## src/rtl/fetch_pkg.sv

```systemverilog
`timescale 1ns/1ps
// Shared types and constants for the instruction fetch sequencer.
package fetch_pkg;

  // Sequencer states.
  typedef enum logic [1:0] {
    IDLE   = 2'd0,
    FETCH  = 2'd1,
    HALTED = 2'd2
  } state_t;

  // Byte distance between consecutive instruction addresses.
  localparam int unsigned PC_STEP = 4;

  // Opcode field position inside a fetched instruction.
  localparam int unsigned OPCODE_MSB = 31;
  localparam int unsigned OPCODE_LSB = 26;

  // Reserved opcode that stops fetching.
  localparam logic [5:0] DEFAULT_HALT_OPCODE = 6'h3F;

  // Extract the opcode field from a 32-bit instruction word.
  function automatic logic [5:0] opcode_of(input logic [31:0] instr);
    return instr[OPCODE_MSB:OPCODE_LSB];
  endfunction

endpackage

```

## src/rtl/fetch_fifo.sv

```systemverilog
`timescale 1ns/1ps
// Small prefetch FIFO holding {pc, instruction} entries.
// Power-of-two depth so read/write pointers wrap naturally.
// Flush has priority over push and pop in the same cycle.
module fetch_fifo #(
  parameter int unsigned DEPTH = 2,
  parameter int unsigned WIDTH = 64
) (
  input  logic                     clk,
  input  logic                     rst_n,
  input  logic                     i_push,
  input  logic [WIDTH-1:0]         i_push_data,
  input  logic                     i_pop,
  input  logic                     i_flush,
  output logic [WIDTH-1:0]         o_head,
  output logic                     o_full,
  output logic                     o_empty,
  output logic [$clog2(DEPTH):0]   o_count
);

  localparam int unsigned PTR_W = $clog2(DEPTH);
  localparam logic [PTR_W:0] L_DEPTH = (PTR_W+1)'(DEPTH);

  logic [WIDTH-1:0] r_mem [DEPTH];
  logic [PTR_W-1:0] r_rd;
  logic [PTR_W-1:0] r_wr;
  logic [PTR_W:0]   r_count;
  logic             w_do_push;
  logic             w_do_pop;

  assign o_full   = (r_count == L_DEPTH);
  assign o_empty  = (r_count == '0);
  assign o_count  = r_count;
  assign o_head   = r_mem[r_rd];

  // A push into a full FIFO is accepted only when a pop frees the slot.
  assign w_do_pop  = i_pop & ~o_empty;
  assign w_do_push = i_push & (~o_full | w_do_pop);

  // Entry storage; cleared on reset so the head reads zero.
  always_ff @(posedge clk or negedge rst_n) begin
    if (!rst_n) begin
      for (int unsigned i = 0; i < DEPTH; i++) begin
        r_mem[i] <= '0;
      end
    end else if (w_do_push && !i_flush) begin
      r_mem[r_wr] <= i_push_data;
    end
  end

  // Pointer and occupancy bookkeeping.
  always_ff @(posedge clk or negedge rst_n) begin
    if (!rst_n) begin
      r_rd    <= '0;
      r_wr    <= '0;
      r_count <= '0;
    end else if (i_flush) begin
      r_rd    <= '0;
      r_wr    <= '0;
      r_count <= '0;
    end else begin
      if (w_do_push) r_wr <= r_wr + 1'b1;
      if (w_do_pop)  r_rd <= r_rd + 1'b1;
      case ({w_do_push, w_do_pop})
        2'b10:   r_count <= r_count + 1'b1;
        2'b01:   r_count <= r_count - 1'b1;
        default: r_count <= r_count;
      endcase
    end
  end

endmodule

```

## src/rtl/fetch_sequencer.sv

```systemverilog
`timescale 1ns/1ps
// Instruction fetch sequencer: issues single-outstanding fetch requests,
// buffers responses in a prefetch FIFO, delivers them to the processor,
// follows branch redirects and stops on the reserved halt opcode.
module fetch_sequencer
  import fetch_pkg::*;
#(
  parameter int unsigned        ADDR_W      = 32,
  parameter int unsigned        DATA_W      = 32,
  parameter logic [ADDR_W-1:0]  RESET_PC    = '0,
  parameter logic [5:0]         HALT_OPCODE = DEFAULT_HALT_OPCODE,
  parameter int unsigned        FIFO_DEPTH  = 2
) (
  input  logic              clk,
  input  logic              rst_n,
  input  logic              start,
  output logic              imemReqValid,
  output logic [ADDR_W-1:0] imemReqAddr,
  input  logic              imemReqReady,
  input  logic              imemRespValid,
  input  logic [DATA_W-1:0] imemRespData,
  output logic [DATA_W-1:0] instruction,
  output logic [ADDR_W-1:0] instrPc,
  output logic              instrValid,
  input  logic              instrReady,
  input  logic              redirectValid,
  input  logic [ADDR_W-1:0] redirectPc,
  output logic              busy,
  output logic              halted,
  output logic [31:0]       fetchCount
);

  localparam int unsigned       ENTRY_W   = ADDR_W + DATA_W;
  localparam int unsigned       CNT_W     = $clog2(FIFO_DEPTH) + 1;
  localparam logic [ADDR_W-1:0] L_PC_STEP = ADDR_W'(PC_STEP);
  localparam logic [CNT_W-1:0]  L_DEPTH   = CNT_W'(FIFO_DEPTH);

  // Architectural state.
  state_t            r_state;
  logic [ADDR_W-1:0] r_pc;
  logic [ADDR_W-1:0] r_req_pc;
  logic              r_outstanding;
  logic              r_drop_next;
  logic              r_redirect_gap;
  logic [31:0]       r_fetch_count;

  // FIFO interface.
  logic [ENTRY_W-1:0] w_head;
  logic [ADDR_W-1:0]  w_head_pc;
  logic [DATA_W-1:0]  w_head_instr;
  logic               w_fifo_full;
  logic               w_fifo_empty;
  logic [CNT_W-1:0]   w_fifo_count;

  // Per-cycle control.
  logic w_in_fetch;
  logic w_head_halt;
  logic w_req_valid;
  logic w_accept;
  logic w_resp;
  logic w_instr_valid;
  logic w_deliver;
  logic w_push;
  logic w_flush;

  assign w_head_pc    = w_head[ENTRY_W-1:DATA_W];
  assign w_head_instr = w_head[DATA_W-1:0];

  assign w_in_fetch  = (r_state == FETCH);
  assign w_head_halt = w_in_fetch & ~w_fifo_empty
                       & (opcode_of(w_head_instr[31:0]) == HALT_OPCODE);

  // Request and delivery qualifiers depend only on registered state,
  // so no output has a combinational path from any input.
  assign w_req_valid   = w_in_fetch & ~r_outstanding & (w_fifo_count < L_DEPTH)
                         & ~w_head_halt & ~r_redirect_gap;
  assign w_accept      = w_req_valid & imemReqReady;
  assign w_resp        = imemRespValid & r_outstanding;
  assign w_instr_valid = w_in_fetch & ~w_fifo_empty & ~w_head_halt;
  assign w_deliver     = w_instr_valid & instrReady;

  // A response raced by a flush is still pushed; the flush wins inside the FIFO.
  assign w_push  = w_resp & w_in_fetch & ~r_drop_next & (~w_fifo_full | w_deliver);
  assign w_flush = w_in_fetch & (redirectValid | w_head_halt);

  fetch_fifo #(
    .DEPTH (FIFO_DEPTH),
    .WIDTH (ENTRY_W)
  ) u_fifo (
    .clk         (clk),
    .rst_n       (rst_n),
    .i_push      (w_push),
    .i_push_data ({r_req_pc, imemRespData}),
    .i_pop       (w_deliver),
    .i_flush     (w_flush),
    .o_head      (w_head),
    .o_full      (w_fifo_full),
    .o_empty     (w_fifo_empty),
    .o_count     (w_fifo_count)
  );

  // Sequencer FSM: state, fetch PC, outstanding-request tracking and count.
  always_ff @(posedge clk or negedge rst_n) begin
    if (!rst_n) begin
      r_state        <= IDLE;
      r_pc           <= RESET_PC;
      r_req_pc       <= '0;
      r_outstanding  <= 1'b0;
      r_drop_next    <= 1'b0;
      r_redirect_gap <= 1'b0;
      r_fetch_count  <= '0;
    end else begin
      r_redirect_gap <= 1'b0;

      if (w_deliver) begin
        r_fetch_count <= r_fetch_count + 32'd1;
      end

      // A response retires the outstanding request in any state, so a
      // late response after a halt cannot block the next run.
      if (w_resp) begin
        r_outstanding <= 1'b0;
        r_drop_next   <= 1'b0;
      end

      case (r_state)
        IDLE, HALTED: begin
          if (start) begin
            r_state <= FETCH;
            r_pc    <= RESET_PC;
          end
        end

        FETCH: begin
          if (w_accept) begin
            r_outstanding <= 1'b1;
            r_req_pc      <= r_pc;
            r_pc          <= r_pc + L_PC_STEP;
          end
          // Redirect overrides the PC update above; a request still in
          // flight (or accepted now) must have its response discarded.
          if (redirectValid) begin
            r_pc           <= redirectPc;
            r_redirect_gap <= 1'b1;
            r_drop_next    <= w_accept | (r_outstanding & ~w_resp);
          end else if (w_head_halt) begin
            r_state     <= HALTED;
            r_drop_next <= r_outstanding & ~w_resp;
          end
        end

        default: r_state <= IDLE;
      endcase
    end
  end

  assign imemReqValid = w_req_valid;
  assign imemReqAddr  = r_pc;
  assign instruction  = w_head_instr;
  assign instrPc      = w_head_pc;
  assign instrValid   = w_instr_valid;
  assign busy         = w_in_fetch;
  assign halted       = (r_state == HALTED);
  assign fetchCount   = r_fetch_count;

endmodule

```

## config.mk

```make
export PLATFORM = sky130hd
export DESIGN_NAME = fetch_sequencer
export DESIGN_NICKNAME = d
export VERILOG_FILES = /design/src/rtl/fetch_pkg.sv /design/src/rtl/fetch_fifo.sv /design/src/rtl/fetch_sequencer.sv
export SDC_FILE = /design/constraint.sdc
export NUM_CORES = 1
export LEC_CHECK = 0
export CORE_MARGIN = 5
export CORE_UTILIZATION = 57
export CTS_BUF_LIST = sky130_fd_sc_hd__clkbuf_16
export DETAILED_ROUTE_END_ITERATION = 8
export HOLD_SLACK_MARGIN = 0.1
export PLACE_DENSITY = 0.83
export RECOVER_POWER = 100
export SYNTH_ARGS = -nofsm -noshare
export SYNTH_HDL_FRONTEND = slang
export SYNTH_SLANG_ARGS = --single-unit
```

## constraint.sdc

```tcl
create_clock -name clk -period 6.4 [get_ports clk]
set_input_delay 1.28 -clock clk [delete_from_list [all_inputs] [get_ports clk]]
set_output_delay 1.28 -clock clk [all_outputs]
set_load 0.03 [all_outputs]
```

# After elaboration in Yosys (flattened, before gate mapping)
# Cells that the tools add are included.
# Widths: inputs -> output; s select.
# totals
register_bits,233
inputBits,71
output_inout_bits,132
wordCells,104
# op_classes
addsub,6
magnitude_cmp,4
eq_ne,10
muxes,29
bitwise,30
reduce_logical,13
# ops
op,count
$mux 64,4
$bwmux 128,1
$mux 32,3
$demux 64 s1,1
$pmux 32 s2,1
$add 32x1->32 const B,1
$add 32x3->32 const B,1
$and 1x1->1,17
$mux 1,13
$mux 2,4
$pmux 2 s2,2
$not 1->1,7
$eq 2x2->1 const B,3
$eq 6x6->1 const B,1
$reduce_and 3->1,2
$reduce_bool 2->1,3
$eq 2x1->1 const B,2
$ge 2x2->1 const B,2
$logic_not 2->1,2
$ne 2x2->1 const B,2
$not 1->2,2
$or 1x1->1,4
$ne 3x2->1 const B,1
$reduce_bool 3->1,1
other kinds (10),12

# Longest topological paths before layout
# Gate-level depths: netlist of the first run.
# depth
depth_word,15
ltp_mapped,10
mapped_depth_nobuf,10

# Cells and area by module
# A second synthesis of the first run with hierarchy kept.
# hier_totals
hier_cells,847
hier_area_um2,10870.4
# modules_own_cells
module,n_inst,cells_per_inst,area_per_inst_um2,seq_area_each_um2
fetch_fifo,1,365,5914.4,3303.2
fetch_sequencer,1,482,4956.0,2527.4

# Worst setup path after synthesis of the first run
# Ideal clock, no wire load.
# synth_timing
path_kind,register to output
startpoint,register r_state[1]
endpoint,output port imemReqValid
arrival_time_ns,1.840
required_ns,5.120
path_slack_ns,3.280
stages_incl_launch_ff,6
path_buffers,2
cell_sequence,dfrtp_1 -> nand2b_1 -> inv_2 -> clkbuf_1 -> clkbuf_1 -> and3_1
# synth_via
elab_chain_cells,6
elab_cells_between_ends,8
cone_classes,eq/ne: 1; bitwise: 7
# synth_rtl
element,line_no,source
start: declaration,fetch_sequencer.sv:39,state_t r_state;
start signal: assignment,fetch_sequencer.sv:105,r_state <= IDLE;
start signal: assignment,fetch_sequencer.sv:129,r_state <= FETCH;
start signal: assignment,fetch_sequencer.sv:147,r_state <= HALTED;
$eq 2x1->1 *,fetch_sequencer.sv:69,assign w_in_fetch = (r_state == FETCH);
named net busy,fetch_sequencer.sv:28,"output logic busy,"
$and 1x1->1,fetch_sequencer.sv:70,assign w_head_halt = w_in_fetch & ~w_fifo_empty
$and 1x1->1,fetch_sequencer.sv:71,& (opcode_of(w_head_instr[31:0]) == HALT_OPCODE);
$not 1->1,fetch_sequencer.sv:76,& ~w_head_halt & ~r_redirect_gap;
$and 1x1->1 * (2 in a row),fetch_sequencer.sv:76,
end: declaration,fetch_sequencer.sv:17,"output logic imemReqValid,"
# Mark *: on every way through the listed nets, which the timed path passes. The rest lies on a longest branch.

# Worst setup path after layout of the first run
# layout_timing
startpoint,input port redirectValid
endpoint,register u_fifo.r_mem[34] (netlist name)
# layout_via
elab_chain_cells,4
# layout_rtl
element,line_no,source
start: declaration,fetch_sequencer.sv:26,"input logic redirectValid,"
$or 1x1->1,fetch_sequencer.sv:84,assign w_flush = w_in_fetch & (redirectValid | w_head_halt);
$and 1x1->1,fetch_sequencer.sv:84,
$logic_not 1->1,fetch_fifo.sv:46,end else if (w_do_push && !i_flush) begin
$logic_and 1x1->1,fetch_fifo.sv:46,
end signal: indexed assignment,fetch_fifo.sv:47,r_mem[r_wr] <= i_push_data;
end: declaration,fetch_fifo.sv:24,logic [WIDTH-1:0] r_mem [DEPTH];
# Every way passes these cells.
# A chain may end at the register's enable or synchronous reset.

==> flow_summary.ini, run 1 <==
[power_and_ir_drop]
comb_power_share = 0.389
pwr-share-clk = 0.218
power_density_nw_per_um2 = 467
switching_share = 0.375
peakVddDrop_mv = 0.263
p_leak_uw = 0.00595
p_int_uw = 3960
switching_power_uw = 2380
p_seq_frac = 0.393

[clock_network]
clock-sinks = 233
clk_latency_ns = 0.51
clk_pin_slew_ns = 0.06
cts_buffer_depth = 3
cts_hold_buffers = 0
cts_buffers = 25
htree_levels = 1
post_cts_resized = 0
cts-root-buf = clkbuf_16
postCtsSetupRepairBufs = 0
cts_tree = built

[final_layout]
n_fill_cell = 1386
fin_util = 0.721
final_cell_mix = dfrtp_1, dlygate4sd3_1, mux2_2, mux2_1, clkdlybuf4s50_1
nNetsFinal = 1101
layout_commonest_cell = dfrtp_1
drive_above_1_share = 0.170
area_delta_synth_final_pct = 23.5

[floorplan]
dieArea_um2 = 22200
dieHeight_um = 149
core_um2 = 18800
initial_core_util = 0.583
dieWidth_um = 149
rows = 50
ios = 203

[critical_path]
crit_type = input pin to register
crit_path_max_fanout = 35
r2r_cells = 7
cp-start-kind = input pin
r2r-end = u_fifo.r_mem[101]
worstPathArrival_ns = 5.84
worstPathRequired_ns = 6.79
crit_path_end_kind = register
regToRegSetupSlack_ns = 1.63
r2r-start = u_fifo.r_rd

[global_routing]
grt_pass1_vias = 7877
grt-ovfl-total = 0
grt.total_usage = 0.232
antenna_found_initial = 1
grt_max_degree = 117
grt_pass1_wl_um = 42100

[logic_synthesis]
ys_seq_area_frac = 0.531
synth_edf_count = 0
post-synth-top-area-cell = dfrtp_1
syn-mean-instance-area_um2 = 13.2
yosys_warnings = 0
async_flop_share = 1.00
synth_cells = 830
ys_ff_latch = 233
synth_fp_nets = 904
ys_top_cells_by_area = dfrtp_1, mux2_2, mux2_4, xnor2_1, nand2_1
synth_flop_cell = dfrtp_1
synth_cell_types = 53
synth_area_um2 = 11000
synth_top_area_share = 0.531

[timing]
skew_ns = 0.0149
post-route-period-util = 0.852
clock.fmax_mhz = 183
tns_ns = 0
slew_violations = 311
worstMarginPinSlew_ns = 2.88
rsz0062_at_grt = false
hold_viol = 0
setup_viol = 0
timing.slew.headroom = -0.918
min_period_ns = 5.45

[routing]
drt-initial-drc-count = 466
dr.pass1.iters = 4
ant_nets = 0
drc_errors = 0
vias_per_cell = 5.70
finalWirelength_um = 25500
vias = 7456
wl_per_cell_um = 19.5

[outcome]
violations = max-capacitance violations, max-slew violations
outcome = finished with violations

[worst_hold_path]
hold_start = fetchCount[31]
min_path_type = register to register
hold_path_end = fetchCount[31]
min_path_cells = 1

[place]
port-buffer-count = 202
hpwl_um = 16900
gp_congestion = 0.836

[run]
drv_cap = 6
-- through the flow --
stage                     std cells  power [uW]  hold slack, ns  instance area [um2]  worst slack (ns)
final                          1307        6330           0.469                13600             0.945
after global placement         1260        5300           0.461                13200              2.21
after CTS                      1306        6790           0.476                14000              1.60
after detailed placement       1260        5370           0.468                13200              2.16
after global routing           1307        6680           0.495                13600             0.765
after floorplan                 830        4310           0.459                11000              3.28
-- critical path, cell delays in order --
cell           delay, ns
dlygate4sd3_1       0.52
clkbuf_1            1.11
nand2_1             0.51
nand4_1             1.36
buf_4               0.63
mux2_2              0.40
-- worst max path at each step --
stage	startpoint	slack (ns)	cells after the start	endpoint
after floorplan	r_state[1]	3.28	5	imemReqValid
after global placement	u_fifo.r_rd	2.21	5	imemReqValid
after detailed placement	u_fifo.r_rd	2.16	5	imemReqValid
after CTS	u_fifo.r_rd	1.60	5	imemReqValid
after global routing	redirectValid	0.76	6	u_fifo.r_mem[42]
final	redirectValid	0.95	6	u_fifo.r_mem[34]
-- layout make-up --
| type | instances | area (um2) | area share |
|---|---|---|---|
| inverter | 10 | 37.5 | 0.00277 |
| clock buffer | 25 | 626 | 0.0461 |
| antenna | 1 | 2.50 | 0.000184 |
| timing repair buffer | 210 | 2060 | 0.152 |
| multi-input combinational | 547 | 4530 | 0.334 |
| sequential | 233 | 5830 | 0.430 |
| clock inverter | 21 | 159 | 0.0117 |
| tap | 260 | 325 | 0.0240 |
-- cell families (layout without fill, tap and decap cells) --
logic type / count (synthesis) / after routing / share of synthesized area
adder cells (fa/ha/maj): 3 / 3 / 0.00342
AND/OR/NAND/NOR: 177 / 177 / 0.0872
flip-flops: 233 / 233 / 0.531
buffers and inverters: 50 / 266 / 0.0261
XOR/XNOR: 36 / 36 / 0.0287
multiplexers: 225 / 225 / 0.261
AO/OA/AOI/OAI: 106 / 106 / 0.0633
other: 0 / 1 / 0
-- power by group through the flow --
stage	logic, uW	clock network [uW]	registers (uW)
after global routing	2630	1480	2570
after global placement	2800	0	2490
final	2460	1380	2490
after detailed placement	2840	0	2530
after floorplan	1860	0	2450
after CTS	2870	1410	2520
-- layer usage --
metal | track usage | vias to the layer above | share of wire
met5 | 0 | - | 0
met4 | 0.0517 | 0 | 0.016
met3 | 0.0459 | 41 | 0.069
met2 | 0.368 | 257 | 0.46
met1 | 0.336 | 3732 | 0.46
li1 | - | 3426 | -
-- state kept, by name, indices dropped and copies added (netlist names) --
signal	cells
u_fifo.r_wr	1
r_state	2
u_fifo.o_count	2
fetchCount	32
r_req_pc	32
r_redirect_gap	1
r_outstanding	1
u_fifo.r_mem	128
r_drop_next	1
imemReqAddr	32
u_fifo.r_rd	1
-- cell usage after synthesis (2+ instances only) --
cell type,number
and4_1,7
and3_1,11
or2_2,2
mux2_1,11
or4_1,3
o211ai_1,2
nand3_1,31
a21o_1,2
nand4_1,16
a31oi_1,6
mux2_4,88
nor4_1,2
or2_1,2
nand2_1,45
a32o_1,10
xor2_1,5
nand2b_1,16
dfrtp_1,233
nor3b_2,2
o31a_1,3
o311ai_0,7
o31ai_1,12
a21oi_1,25
clkbuf_1,18
and2_1,4
xnor2_1,31
buf_2,10
nor2_1,17
o21ai_2,2
a41oi_1,3
inv_1,8
nor3_1,9
mux2_2,125
buf_6,11
ha_1,3
o21ai_0,30
or3_1,2
No activity file was read; power rests on OpenSTA's default activity.
==> inputs of run 2 (changes only) <==
--- a/config.mk
+++ b/config.mk
@@ -5,7 +5,6 @@
 export SDC_FILE = /design/constraint.sdc
 export NUM_CORES = 1
 export LEC_CHECK = 0
-export CORE_MARGIN = 5
 export CORE_UTILIZATION = 57
 export CTS_BUF_LIST = sky130_fd_sc_hd__clkbuf_16
 export DETAILED_ROUTE_END_ITERATION = 8
==> run 2 against run 1 <==
  * The flow still finishes with violations (max-capacitance violations, max-slew violations)
  * First-iteration DRC count is 13% lower
  * Power is 0.11% lower
  * Global-route usage is 2.7 points higher
  * Register-to-register slack worse by 0.26 ns
==> flow_summary.ini, run 2 (same netlist as run 1, synthesis figures left out) <==
[power_and_ir_drop]
power.total_uw = 6330
peakVddDrop_mv = 0.331
power_density_nw_per_um2 = 467
p_leak_uw = 0.00597

[floorplan]
core_um2 = 18800
dieHeight_um = 141
dieArea_um2 = 19800
rows = 50
ios = 203
dieWidth_um = 141
initial_core_util = 0.585

[timing]
tns_ns = 0
setup_viol = 0
min_period_ns = 5.17
slew_violations = 201
skew_ns = 0.0175
worstMarginPinSlew_ns = 3.37
clock.fmax_mhz = 194
post-route-period-util = 0.807
rsz0062_at_grt = false
timing.slew.headroom = -1.25
hold_viol = 0

[routing]
drt-initial-drc-count = 404
vias_per_cell = 5.84
vias = 7449
dr.pass1.iters = 5
finalWirelength_um = 24800
wl_per_cell_um = 19.5
ant_nets = 0
drc_errors = 0

[global_routing]
grt_max_degree = 140
grt-ovfl-total = 0
antenna_found_initial = 1
grt.total_usage = 0.259
grt_pass1_wl_um = 41000
grt_pass1_vias = 7648

[final_layout]
layout_commonest_cell = dfrtp_1
n_fill_cell = 1363
nNetsFinal = 1100
area_delta_synth_final_pct = 23.3
final_cell_mix = dfrtp_1, dlygate4sd3_1, mux2_2, mux2_1, clkdlybuf4s50_1
multi_input_area_um2 = 4540
diodes = 0
drive_above_1_share = 0.165
largest_reg_flops = 128
top_register = u_fifo.r_mem
area.sequential_um2 = 5830

[critical_path]
worstPathArrival_ns = 5.58
crit_type = input pin to register
worstPathRequired_ns = 6.81
crit_path_end_kind = register
cp-start-kind = input pin
crit_path_max_fanout = 30

[worst_hold_path]
min_path_type = register to register

[clock_network]
htree_levels = 1
cts_buffers = 25
clk_pin_slew_ns = 0.06
clock-sinks = 233
clk_latency_ns = 0.52
cts_hold_buffers = 0
postCtsSetupRepairBufs = 0
cts_tree = built
cts_buffer_depth = 3
post_cts_resized = 0
cts-root-buf = clkbuf_16

[place]
port-buffer-count = 202
gp_congestion = 0.827
hpwl_um = 16300

[run]
drv_cap = 3

[outcome]
outcome = finished with violations
violations = max-capacitance violations, max-slew violations
-- run 2: per-layer routing --
metal,global-route usage,routed length [um]
met1,0.369,11200
met2,0.419,11600
met3,0.0442,1500
met4,0.0589,444
met5,0,13
-- run 2: worst paths after layout --
| check | start | to | slack [ns] | depth (start not counted) |
|---|---|---|---|---|
| max in group asynchronous | rst_n | u_fifo.r_mem[51] | 1.90 | 2 |
| worst min-delay path | fetchCount[31] | fetchCount[31] | 0.47 | 1 |
| worst max register to register | r_state[1] | imemReqAddr[10] | 1.37 | 8 |
| worst min register to register | fetchCount[31] | fetchCount[31] | 0.47 | 1 |
| min in group asynchronous | rst_n | u_fifo.r_mem[81] | 0.77 | 1 |
| worst max-delay path | redirectValid | imemReqAddr[10] | 1.23 | 8 |
-- run 2: critical path, stage by stage --
cell,delay [ns]
dlygate4sd3_1,0.60
buf_4,0.26
clkinv_1,0.21
nand2_1,0.34
o21ai_0,1.99
buf_4,0.51
o31ai_1,0.13
a32o_1,0.26
-- run 2: area by class of cell --
cell class	instances	area share
Sequential cell	233	0.431
Tap cell	234	0.0216
Clock inverter	17	0.0111
Multi-Input combinational cell	547	0.335
Timing Repair Buffer	209	0.152
Inverter	10	0.00277
Clock buffer	25	0.0462
-- run 2: power breakdown --
part | internal (uW) | switching [uW] | total, uW | leakage [uW]
Combinational | 1140 | 1310 | 2450 | 0.00263
Clock | 822 | 560 | 1380 | 0.000414
Sequential | 2020 | 476 | 2490 | 0.00292
-- run 2: per-stage QoR --
step	instances	worst slack [ns]	cell area [um2]	utilization	hold WS, ns
6_report	1275	1.23	13500	0.722	0.471
2_1_floorplan	830	3.28	11000	-	0.459
3_3_place_gp	1233	2.23	13100	0.700	0.459
4_1_cts	1275	1.63	13900	0.742	0.489
5_1_grt	1275	0.973	13500	0.722	0.497
3_5_place_dp	1233	2.14	13100	0.700	0.477
